[src/rtl/serial_adder_ctrl_pkg.sv]
// Shared types and helpers for the bit-serial adder controller.
package serial_adder_ctrl_pkg;

    // Controller states; encodings are fixed so they can be observed on a probe.
    typedef enum logic [1:0] {
        StIdle = 2'd0,
        StRun  = 2'd1,
        StDone = 2'd2
    } state_e;

    // Bits needed to count WIDTH steps (0 .. WIDTH-1), never less than one.
    function automatic int unsigned cnt_width(input int unsigned w);
        return (w > 1) ? $clog2(w) : 1;
    endfunction

endpackage

[src/rtl/structuralFullAdder.sv]
// One-bit full adder built from gates; the only arithmetic cell in the controller.
module structuralFullAdder (
    output logic sum,
    output logic carryout,
    input  logic a,
    input  logic b,
    input  logic carryin
);

    logic axb;

    assign axb      = a ^ b;
    assign sum      = axb ^ carryin;
    assign carryout = (a & b) | (axb & carryin);

endmodule

[src/rtl/serial_adder_ctrl.sv]
// Bit-serial WIDTH-bit adder: one full-adder step per clock, LSB first, with a
// start/ready handshake and a one-cycle done pulse. Results live in dedicated
// registers so partial sums never reach the outputs.
module serial_adder_ctrl
    import serial_adder_ctrl_pkg::*;
#(
    parameter int unsigned WIDTH = 8
) (
    input  logic             clk,
    input  logic             rst_n,
    input  logic             start,
    input  logic [WIDTH-1:0] a,
    input  logic [WIDTH-1:0] b,
    input  logic             cin,
    output logic             ready,
    output logic             busy,
    output logic             done,
    output logic [WIDTH-1:0] sum,
    output logic             cout,
    output logic             overflow
);

    localparam int unsigned CntW = cnt_width(WIDTH);

    state_e            state_q, state_d;
    logic [WIDTH-1:0]  a_sh_q, b_sh_q, acc_q, acc_next;
    logic              carry_q;
    logic [CntW-1:0]   cnt_q;
    logic [WIDTH-1:0]  sum_q;
    logic              cout_q, overflow_q;
    logic              fa_sum, fa_cout;
    logic              last_step;

    structuralFullAdder u_fa (
        .sum      (fa_sum),
        .carryout (fa_cout),
        .a        (a_sh_q[0]),
        .b        (b_sh_q[0]),
        .carryin  (carry_q)
    );

    assign last_step = (cnt_q == CntW'(WIDTH - 1));
    // New bit enters at the MSB; written as a shift so WIDTH=1 needs no special case.
    assign acc_next  = (acc_q >> 1) | (WIDTH'(fa_sum) << (WIDTH - 1));

    // State register with synchronous reset.
    always_ff @(posedge clk) begin
        if (!rst_n) begin
            state_q <= StIdle;
        end else begin
            state_q <= state_d;
        end
    end

    // Next-state decode.
    always_comb begin
        state_d = state_q;
        unique case (state_q)
            StIdle:  if (start) state_d = StRun;
            StRun:   if (last_step) state_d = StDone;
            StDone:  state_d = StIdle;
            default: state_d = StIdle;
        endcase
    end

    // Operand latch, serial datapath and result registers.
    always_ff @(posedge clk) begin
        if (!rst_n) begin
            a_sh_q     <= '0;
            b_sh_q     <= '0;
            acc_q      <= '0;
            carry_q    <= 1'b0;
            cnt_q      <= '0;
            sum_q      <= '0;
            cout_q     <= 1'b0;
            overflow_q <= 1'b0;
        end else if (state_q == StIdle) begin
            if (start) begin
                a_sh_q  <= a;
                b_sh_q  <= b;
                carry_q <= cin;
                acc_q   <= '0;
                cnt_q   <= '0;
            end
        end else if (state_q == StRun) begin
            a_sh_q  <= a_sh_q >> 1;
            b_sh_q  <= b_sh_q >> 1;
            acc_q   <= acc_next;
            carry_q <= fa_cout;
            cnt_q   <= cnt_q + CntW'(1);
            if (last_step) begin
                // carry_q here is the carry into the MSB.
                sum_q      <= acc_next;
                cout_q     <= fa_cout;
                overflow_q <= carry_q ^ fa_cout;
            end
        end
    end

    assign ready    = (state_q == StIdle);
    assign busy     = (state_q == StRun);
    assign done     = (state_q == StDone);
    assign sum      = sum_q;
    assign cout     = cout_q;
    assign overflow = overflow_q;

endmodule

[config.mk]
export PLATFORM = sky130hd
export DESIGN_NAME = serial_adder_ctrl
export DESIGN_NICKNAME = d
export VERILOG_FILES = /design/src/rtl/serial_adder_ctrl_pkg.sv /design/src/rtl/structuralFullAdder.sv /design/src/rtl/serial_adder_ctrl.sv
export SDC_FILE = /design/constraint.sdc
export NUM_CORES = 1
export LEC_CHECK = 0
export CAP_MARGIN = 20
export CORE_AREA = 2 2 58 60
export CTS_CLUSTER_SIZE = 10
export DETAILED_ROUTE_END_ITERATION = 10
export DIE_AREA = 0 0 60 62
export MAX_ROUTING_LAYER = met4
export PLACE_DENSITY = 0.89
export SLEW_MARGIN = 20
export SYNTH_ARGS = -nofsm -noshare
export SYNTH_HDL_FRONTEND = slang
export SYNTH_SLANG_ARGS = --single-unit
[constraint.sdc]
create_clock -name clk -period 2.1 [get_ports clk]
set_input_delay 0.21 -clock clk [delete_from_list [all_inputs] [get_ports clk]]
set_output_delay 0.21 -clock clk [all_outputs]
set_load 0.1 [all_outputs]
# After elaboration in Yosys (flattened, before gate mapping)
# Cells that the tools add are included.
[totals]
reg_bits = 40
inputBits = 20
output_inout_bits = 13
word_cells = 46
[op_classes]
add_sub_neg = 1
n_eq_ne = 5
mux = 18
bitwise_logic = 8
n_reduce_logical = 5
[ops]
columns = ["operator", "n"]
rows = [
  ["2-to-1 mux 8 bit", 9],
  ["2-to-1 mux 3 bit", 3],
  ["OR 7 x 8 -> 8 bit", 1],
  ["2-to-1 mux 2 bit", 2],
  ["one-hot mux 2 bit (2 select lines)", 1],
  ["AND reduction 2 bit", 2],
  ["adder 3 x 1 -> 3 bit, second input constant", 1],
  ["equality test 3 bit, second input constant", 1],
  ["2-to-1 mux 1 bit", 3],
  ["AND reduction 3 bit", 1],
  ["XOR 1 bit", 3],
  ["AND 1 bit", 2],
  ["equality test 2 x 1 -> 1 bit, second input constant", 1],
  ["equality test 2 bit, second input constant", 1],
  ["zero test 2 bit", 1],
  ["inequality test 2 x 1 -> 1 bit, second input constant", 1],
  ["inequality test 2 bit, second input constant", 1],
  ["nonzero test 2 bit", 1],
  ["inverter 1 bit", 1],
  ["OR 1 bit", 1],
]

# Depth between registers and ports, before layout
[logic_depth]
word_depth = 5
ltp_mapped = 6
depth_no_buf = 5

# Cells and area by module
# From an unflattened synthesis, not the netlist that was laid out.
[unflattened]
hier_cells = 166
hier_area_um2 = 1562.7
[modules_own_cells]
columns = ["module", "instances", "cells_per_inst", "area_per_inst_um2", "seq_area_each_um2"]
rows = [
  ["serial_adder_ctrl", 1, 165, 1542.7, 780.7],
  ["structuralFullAdder", 1, 1, 20.0, 0.0],
]

# Worst setup path before layout
# OpenSTA, ideal clock, no wires.
[synth_path]
path_type = "register to output"
start = "register state_q[1]"
end = "output done"
arrival_ps = 2033
required_ps = 1890
slack_ps = -143
stages_incl_launch_ff = 3
n_path_buf = 1
path_cell_list = "dfxtp_1 clkbuf_1 nor2b_1"
[synth_between]
elab_chain_len = 1
[synth_lines]
columns = ["element", "line", "source"]
rows = [
  ["from (decl)", "serial_adder_ctrl.sv:25", "state_e state_q, state_d;"],
  ["from (signal assigned)", "serial_adder_ctrl.sv:49", "state_q <= StIdle;"],
  ["from (signal assigned)", "serial_adder_ctrl.sv:51", "state_q <= state_d;"],
  ["equality test 2 bit", "serial_adder_ctrl.sv:102", "assign done = (state_q == StDone);"],
  ["to (decl)", "serial_adder_ctrl.sv:17", "output logic done,"],
]
# Every way passes these cells.

# Final worst setup path
# Same ends and word-level chain as after synthesis.

==> metrics.md <==
| Metric | Value |
|---|---|
| Layout Area Growth over Synthesis | 28.7% |
| Arrival @ worst endpoint | 1510 ps |
| Routed vias/inst | 5.34 |
| Slew margin rel. | 71.2% |
| Mapped Cells | 166 |
| Cts bufs inserted | 5 |
| Largest net degree at the start of global routing | 39 |
| Initial antenna violation count | 0 |
| CP startpoint kind | register |
| Static leakage | 0.766 nW |
| R2r startpoint | cnt_q[0] |
| DRT antenna net count | 0 |
| RSZ-0062 raised after global routing | false |
| Crit path max-delay family | flip-flops |
| Sequential cell area | between 700 and 800 µm² |
| Routability cong. | around 0.73 |
| TritonCTS clock tree | yes |
| Hold Startpoint | b[7] |
| Hold endpoint | b_sh_q[7] |
| Placement Rows | 21 |
| Worst Clk Skew | 13.7 ps |
| Area of the multi-input gates | 713 µm² |
| IO Pins | 33 |
| Crit-path max FO | 18 |
| Final Hold Violating Endpoints | 0 |
| Die area | around 3700 µm² |
| CP peak stage delay | approximately 470 ps |
| Vias in the first global route | 1202 |
| PortBufs | 32 |
| WP buf/inv | 2 |
| Flop2flop setup slack | 570 ps |
| Hold buffer count at cts | 0 |
| Total grt overflow | 0 |
| Nets | 220 |
| Drt total wl | roughly 3000 µm |
| Setup violations, final | 0 |
| Maximum clock path buffer count | 2 |
| Max Slew Vio Count | 0 |
| Mapped Area | 1560 µm² |
| Cell Chain, Critical Path | buf_4, nor2b_2, buf_12 |
| Wire length per cell | 12.6 µm |
| Hold depth | 3 |
| Max Cap Violations | 0 |
| Required time worst endpoint | 1890 ps |
| Post-synthesis sequential area ratio | 50.0% |
| DRT Pass-1 Iters | 4 |
| Post-CTS sizing | 0 |
| Dpl hpwl | 2090 µm |
| Global-route wire length before repair | 5200 µm |
| Synth cell types | 24 |
| Sink Count | 39 |
| Worst reg2reg endpoint | sum[2] |
| Die width | 60 µm |
| Crit path from | state_q[1] |
| H-tree Lvls | 2 |
| VDD IR max | roughly 0.00046 V |
| CP max stage cell | dfxtp_1 |
| Post-route insts no fill | 244 |
| Worst-Margin Slew | approximately 430 ps |
| Worst-path clk slew | 120 ps |
| Status | complete, no violations |
| Maximum operating frequency | 580 MHz |
| Placed insts | 236 |
| Die Y | roughly 62 µm |
| Most common cell after layout, fill and taps aside | dfxtp_1 |
| Syn nets | 189 |
| Clock Latency Late Sink | around 360 ps |
| Antenna cell count | 0 |
| HP Class | in2reg |
| Vias post-DR | roughly 1300 |
| Tcrit/Tclk final | 82.1% |
| Share of layout cells above drive strength 1 | 16.2% |
| R2R depth | 6 |
| Commonest non-fill, non-tap cells in the layout | 39 x dfxtp_1, 19 x clkdlybuf4s50_1, 17 x o21ai_0 |
| Post-CTS Setup Bufs | 0 |
| First DRT Iteration DRCs | 89 |
| Yosys warns | 0 |
| Syn_area_per_cell | 9.41 µm² |
| Fin crit period | 1720 ps |
| CP Class | reg2out |
| GRT Total Usage | around a fifth |
| Core area | 3180 µm² |
| FF+latch count, synth | 39 |
| Final TNS setup | 0 ps |
| Pwr Density | between 700 and 800 nW/µm² |
| DRC | 0 |
| Root Driver | clkbuf_4 |
| Nature of the critical path endpoint | output port |
| Filler cell count | 272 |
| Initial core utilization | around 49% |
-- cells in the mapped netlist, drive strengths merged --
cell type | instances | area share, %
xor2 | 1 | 0.56
o211ai | 15 | 7.2
ha | 2 | 1.6
inv | 3 | 0.72
nor2b | 1 | 0.40
mux2i | 16 | 10
a21oi | 4 | 1.3
or3 | 1 | 0.72
nand2b | 1 | 0.40
nand3 | 9 | 2.9
o22ai | 9 | 3.6
clkbuf | 6 | 1.4
buf | 7 | 2.6
fa | 1 | 1.3
nor3 | 2 | 0.64
o21ai | 27 | 8.6
nor2 | 5 | 1.5
nand2 | 16 | 3.8
dfxtp | 39 | 50
nand3b | 1 | 0.48
-- stage by stage --
stage          cell area (µm²)  setup WS, ps  power [mW]  hold slack, ps  utilization [%]
2_1_floorplan             1570           352       0.912             357                -
3_3_place_gp              1930           603       0.977             439             60.6
3_5_place_dp              1930           572       0.981             453             60.6
4_1_cts                   2010           380        1.50             412             63.3
5_1_grt                   2010           261        1.55             405             63.3
6_report                  2010           376        1.49             413             63.3
-- worst register-to-register path, stage by stage (launching register included) --
cell,delay [ps]
dfxtp_1,380
ha_1,150
ha_1,180
nand3b_1,290
buf_4,280
nand3_1,70
o21ai_0,80
-- layout make-up --
class | instances | area share (%)
sequential | 39 | 38.8
multi-input combinational | 111 | 35.4
timing repair buffer | 37 | 18.0
tap | 46 | 2.86
clock buffer | 6 | 2.55
clock inverter | 2 | 1.74
inverter | 3 | 0.560
-- registers in the layout, indices dropped and copies added, names as in the netlist --
name / cells
a_sh_q: 8
b_sh_q: 8
sum: 8
acc_q: 7
cnt_q: 3
state_q: 2
carry_q: 1
cout: 1
overflow: 1
-- routing by layer --
layer,up-vias,GRT usage (%),share of wire (%)
met5,-,-,0
met4,0,7.62,1.7
met3,6,7.04,6.3
li1,661,-,-
met1,591,23.6,45
met2,44,30.7,47
-- power by group --
part	internal [mW]	switching, mW
Clock	0.281	0.248
Combinational	0.0832	0.0944
Sequential	0.769	0.0189
-- kinds of logic after synthesis --
| group | after synthesis | synth area share (%) |
|---|---|---|
| compound gates | 55 | 20.7 |
| xor+xnor | 1 | 0.561 |
| fa+ha+maj | 3 | 2.88 |
| buf+inv | 16 | 4.72 |
| flops | 39 | 50.0 |
| mux | 16 | 10.2 |
| simple gates | 36 | 10.9 |
-- worst max path at each step --
stage / cells after the start / slack (ps) / to
finish: 3 / 380 / done
global placement: 4 / 600 / a_sh_q[3]
CTS: 3 / 380 / done
detailed placement: 4 / 570 / a_sh_q[3]
floorplan: 2 / 350 / done
global route: 3 / 260 / busy
No activity file was read; power rests on OpenSTA's default activity.
